## src/rtl/register_file.sv

```systemverilog
// Architectural register file with ROB rename tags: supplies each source operand as
// a value or as its in-flight producer tag, records renames and retires ROB commits.
module register_file #(
   parameter int ROB_WIDTH = 4,
   parameter int REG_WIDTH = 5
) (
   input  logic                 clk_in,
   input  logic                 rst_in,
   input  logic                 rdy_in,
   input  logic                 flush,
   input  logic [REG_WIDTH-1:0] dec_rs1,
   input  logic [REG_WIDTH-1:0] dec_rs2,
   input  logic                 dec_rdy,
   input  logic [REG_WIDTH-1:0] dec_rd,
   input  logic [ROB_WIDTH-1:0] dec_rob_id,
   output logic                 dec_ready_j,
   output logic                 dec_ready_k,
   output logic [31:0]          dec_val_j,
   output logic [31:0]          dec_val_k,
   output logic [ROB_WIDTH-1:0] dec_tag_j,
   output logic [ROB_WIDTH-1:0] dec_tag_k,
   output logic [ROB_WIDTH-1:0] rob_query_j,
   output logic [ROB_WIDTH-1:0] rob_query_k,
   input  logic                 rob_ready_j,
   input  logic                 rob_ready_k,
   input  logic [31:0]          rob_data_j,
   input  logic [31:0]          rob_data_k,
   input  logic [REG_WIDTH-1:0] commit_reg_id,
   input  logic [31:0]          commit_data,
   input  logic [ROB_WIDTH-1:0] commit_rob_id
);

   localparam int NUM_REGS = 2 ** REG_WIDTH;

   typedef struct packed {
      logic                 ready;
      logic [31:0]          value;
      logic [ROB_WIDTH-1:0] tag;
      logic [ROB_WIDTH-1:0] query;
   } operand_t;

   logic [31:0]          val  [NUM_REGS];
   logic [ROB_WIDTH-1:0] tag  [NUM_REGS];
   logic [NUM_REGS-1:0]  busy;

   operand_t op_j, op_k;

   // Priority: committed value, then same-cycle commit bypass, then ROB search result.
   function automatic operand_t lookup(input logic [REG_WIDTH-1:0] r,
                                       input logic                 rob_ready,
                                       input logic [31:0]          rob_data);
      operand_t o;
      o.ready = 1'b1;
      o.value = val[r];
      o.tag   = '0;
      o.query = '0;
      if (busy[r]) begin
         o.query = tag[r];
         if (commit_reg_id == r && commit_reg_id != '0 && commit_rob_id == tag[r]) begin
            o.value = commit_data;
         end else if (rob_ready) begin
            o.value = rob_data;
         end else begin
            o.ready = 1'b0;
            o.value = '0;
            o.tag   = tag[r];
         end
      end
      return o;
   endfunction

   always_comb begin
      op_j = lookup(dec_rs1, rob_ready_j, rob_data_j);
      op_k = lookup(dec_rs2, rob_ready_k, rob_data_k);
   end

   assign dec_ready_j = op_j.ready;
   assign dec_val_j   = op_j.value;
   assign dec_tag_j   = op_j.tag;
   assign rob_query_j = op_j.query;
   assign dec_ready_k = op_k.ready;
   assign dec_val_k   = op_k.value;
   assign dec_tag_k   = op_k.tag;
   assign rob_query_k = op_k.query;

   // NOTE: all state uses non-blocking assignments so every lookup this cycle sees pre-edge state.
   always_ff @(posedge clk_in) begin
      if (rst_in) begin
         for (int i = 0; i < NUM_REGS; i++) begin
            val[i] <= '0;
            tag[i] <= '0;
         end
         busy <= '0;
      end else if (rdy_in) begin
         if (flush) begin
            for (int i = 0; i < NUM_REGS; i++) tag[i] <= '0;
            busy <= '0;
         end else begin
            if (commit_reg_id != '0) begin
               val[commit_reg_id] <= commit_data;
               if (busy[commit_reg_id] && tag[commit_reg_id] == commit_rob_id &&
                   !(dec_rdy && dec_rd == commit_reg_id))
                  busy[commit_reg_id] <= 1'b0;
            end
            // A rename outranks the busy-clear of a same-cycle commit to the same register.
            if (dec_rdy && dec_rd != '0) begin
               busy[dec_rd] <= 1'b1;
               tag[dec_rd]  <= dec_rob_id;
            end
         end
      end
   end

endmodule

```

## config.mk

```make
export PLATFORM = sky130hd
export DESIGN_NAME = register_file
export DESIGN_NICKNAME = d
export VERILOG_FILES = /design/src/rtl/register_file.sv
export SDC_FILE = /design/constraint.sdc
export NUM_CORES = 2
export LEC_CHECK = 0
export CAP_MARGIN = 20
export CELL_PAD_IN_SITES_DETAIL_PLACEMENT = 1
export CELL_PAD_IN_SITES_GLOBAL_PLACEMENT = 2
export CORE_MARGIN = 1
export CORE_UTILIZATION = 40
export DETAILED_ROUTE_END_ITERATION = 10
export GPL_TIMING_DRIVEN = 0
export HOLD_SLACK_MARGIN = 0.02
export PLACE_DENSITY_LB_ADDON = 0.1
export SYNTH_ARGS = -nofsm -noshare
export SYNTH_HDL_FRONTEND = slang
export SYNTH_SLANG_ARGS = --single-unit
```

## constraint.sdc

```tcl
create_clock -name clk_in -period 5.6 [get_ports clk_in]
set_input_delay 1.12 -clock clk_in [delete_from_list [all_inputs] [get_ports clk_in]]
set_output_delay 1.12 -clock clk_in [all_outputs]
set_load 0.02 [all_outputs]
```

==> out/metrics.cfg <==
[sta]
setup_ws_ns = -0.007534
setup_violations = 1
period_minus_slack_ns = 5.608
max_freq_ghz = 0.1783
slew_violations = 0
rsz0062_at_grt = yes
worst_pin_slew_ns = 1.297
hold_viol = 0
period_share_pct = 100.1
relSlewSlack_pct = 13.18
clock_skew_ns = 0.01859
hold_slack_ns = 0.4930
tns_ns = -0.007534

[final_layout]
syn2layout_area_growth_pct = 18.40
final_nets = 5016
final_area_um2 = 79010
drive_above_1_share_pct = 28.32
utilization_pct = 47.78

[global_route]
antenna_found_initial = 34
grt_usage_pct = 35.32
grt_overflow = 0
grt_max_degree = 33
grt_first_pass_wirelength_um = 399300
grt_pass1_vias = 47930

[logic_synthesis]
synthAdderAreaFrac_pct = 0
netlist_instances = 4409
ys_seq_area_share_pct = 52.80
synth-edff-count = 1152
yosysTopAreaCellShare_pct = 51.84
synth_xor_area_share_pct = 0.2756
synth_top_family_by_area = multiplexers
synth_simple_gate_area_share_pct = 14.10
synth_compound_area_share_pct = 2.769
synth_cell_types = 75
yosysWarnings = 0
synth_mux_area_share_pct = 26.88
synthArstFlopShare_pct = 0
syn_avg_cell_area_um2 = 15.14
syn_area_um2 = 66730
synth_area_leaders = edfxtp_1 (52%), mux4_2 (25%), and2_1 (9.6%)
yosysTopAreaCell = edfxtp_1
ys_ff_latch = 1184
yosys_most_used_dff = edfxtp_1

[detailed_routing]
num_vias = 46920
antenna_left = 0
wl_met2_um = 137400
viasPerCell = 6.522
met1_length_um = 114300
top_layer_used = met5
drt_wl_total_um = 297900
wire_per_inst_um = 41.42
wl_met3_um = 30480
drt_iter0_markers = 7003
firstDrtPassIters = 11
route.detailed.drc = 36

[placed_design]
place.gp.congestion = 0.9126
portBuffers = 201
dp_hpwl_um = 217500
place_area_um2 = 73010
pre_cts_slack_ns = -2.372

[job]
max_cap_violations = 0

[worst_setup_path]
endpoint_kind = primary output
worst-path-max-fanout = 10
required_ns = 4.48
path_class = primary input to primary output
startpoint_type = primary input
crit_arrival_ns = 4.49

[clocking]
cts_tree = yes
clkLatencyLatePin_ns = 0.77
cts_buffer_depth = 3
numClockSinks = 1184
cts_buffers = 142
htreeDepth = 4
cts_root_buf = clkbuf_16
path_clk_slew_ns = 0.05

[power_and_ir_drop]
swShare_pct = 27.54
p_leak_nw = 27.44
ir_drop_v = 0.0002957
p_sw_mw = 6.408
p_per_area_nw_per_um2 = 294.5
clkPwrFrac_pct = 38.4
comb_power_share_pct = 16.6
p_int_mw = 16.86
p_seq_share_pct = 45.0

[floorplan]
num_io_pins = 213
dieArea_um2 = 168500
die_h_um = 410.4
num_rows = 149
initial_core_util_pct = 40.35
fp.dieW_um = 410.4
core_region_area_um2 = 165400

[status]
violations = design-rule violations, negative setup slack
status = complete, but fails checks

[min_path]
hold_class = flop to flop

layer usage:
metal  vias up  global-route usage [%]
met5         -                       0
met4         6                   17.40
met3       630                   8.962
met2      2841                   54.92
met1     25180                   46.07
li1      18260                       -
through the flow:
stage               instances  power, mW
detailed placement       6908      14.29
CTS                      7167      23.23
floorplan                4444      12.48
finish                   7194      23.27
global route             7175      23.71
global placement         6834      14.11
timing repair:
item / in CTS / in global routing
setup endpoints to repair: 82 / 66
hold buffers: 0 / 0
pin swaps: 6 / 5
resized for setup: 552 / 107
setup buffers: 20 / 1
placed cells by master (no fill, tap or decap), types with 17 or more instances in the layout:
cell type           n
mux4_2            738
o311ai_1           30
buf_12             27
mux2_2             18
clkinv_2           21
diode_2            19
buf_2              30
edfxtp_1         1152
clkdlybuf4s50_1   125
clkbuf_1          289
clkbuf_8           19
conb_1             36
a211o_1            32
buf_4              42
or2_4              17
or2_2              17
dlygate4sd2_1      29
nor4_1             57
clkbuf_16         151
mux2i_4            25
a22oi_1            50
buf_8              68
buf_6              56
and2_1           1029
and3_1            129
o21ai_0            29
nor2_1             93
clkbuf_4           36
clkbuf_2           76
dfxtp_1            32
a41oi_1            32
clkinv_1           31
nand2_1           134
mux2i_1            61
nor2b_1            17
final timing paths:
kind,start,end,slack (ns),cells after the start
setup / recovery,dec_rs2[1],dec_val_k[16],-0.008,12
hold / removal,busy[2],busy[2],0.49,2
setup reg to reg,tag[27][1],busy[7],2.20,9
hold reg to reg,busy[2],busy[2],0.49,2
worst max-delay path, stage by stage:
cell	delay, ns
buf_4	0.18
buf_8	0.21
buf_8	0.21
buf_8	0.21
buf_8	0.20
clkbuf_8	0.22
buf_2	0.35
mux4_2	0.41
mux4_2	0.53
mux2i_2	0.30
a22oi_1	0.13
dlygate4sd2_1	0.35
cell families (layout without fill, tap and decap cells):
family                    Yosys count  in the layout
AOI/OAI and AO/OA                 243            243
xor gates and xnor gates           21             21
buffers and inverters             510           1052
DFF                              1184           1184
muxes                             863            863
other                               1             55
and+or+nand+nor                  1587           1587
registers in the layout, summed over array words and instances (netlist names):
| name | cells |
|---|---|
| busy | 32 |
| tag | 128 |
| val | 1024 |
final cells by class:
class,count,area [um2]
multi-input combinational,2750,30130
timing repair buffer,303,3408
inverter,6,22.52
buffer,498,3108
clock inverter,64,419.2
antenna,19,47.55
sequential,1184,35230
fill,16050,86350
clock buffer,181,3901
tap,2189,2739
power groups by stage:
stage                     combinational (mW)  clock, mW  sequential, mW
after floorplan                         1.98          0            10.5
after global placement                  3.51          0            10.6
after detailed placement                3.66          0            10.6
after CTS                               3.80       8.98            10.5
after global routing                    3.93       9.27            10.5
final                                   3.87       8.94            10.5
synth_stat cells (all sizes together) (7+ instances only):
master / instances
a41oi: 32
xnor2: 17
a22oi: 51
mux2: 26
nor4: 62
nor3: 21
or2: 37
o22ai: 9
mux4: 740
edfxtp: 1152
nor2b: 17
o311ai: 32
nand4: 9
buf: 138
a21oi: 12
and3: 129
clkbuf: 366
nand3: 9
dfxtp: 32
nand2b: 12
nor2: 97
mux2i: 97
o21ai: 36
and2: 1029
nor3b: 7
nand2: 134
a211o: 32
(Power assumes the default switching activity.)
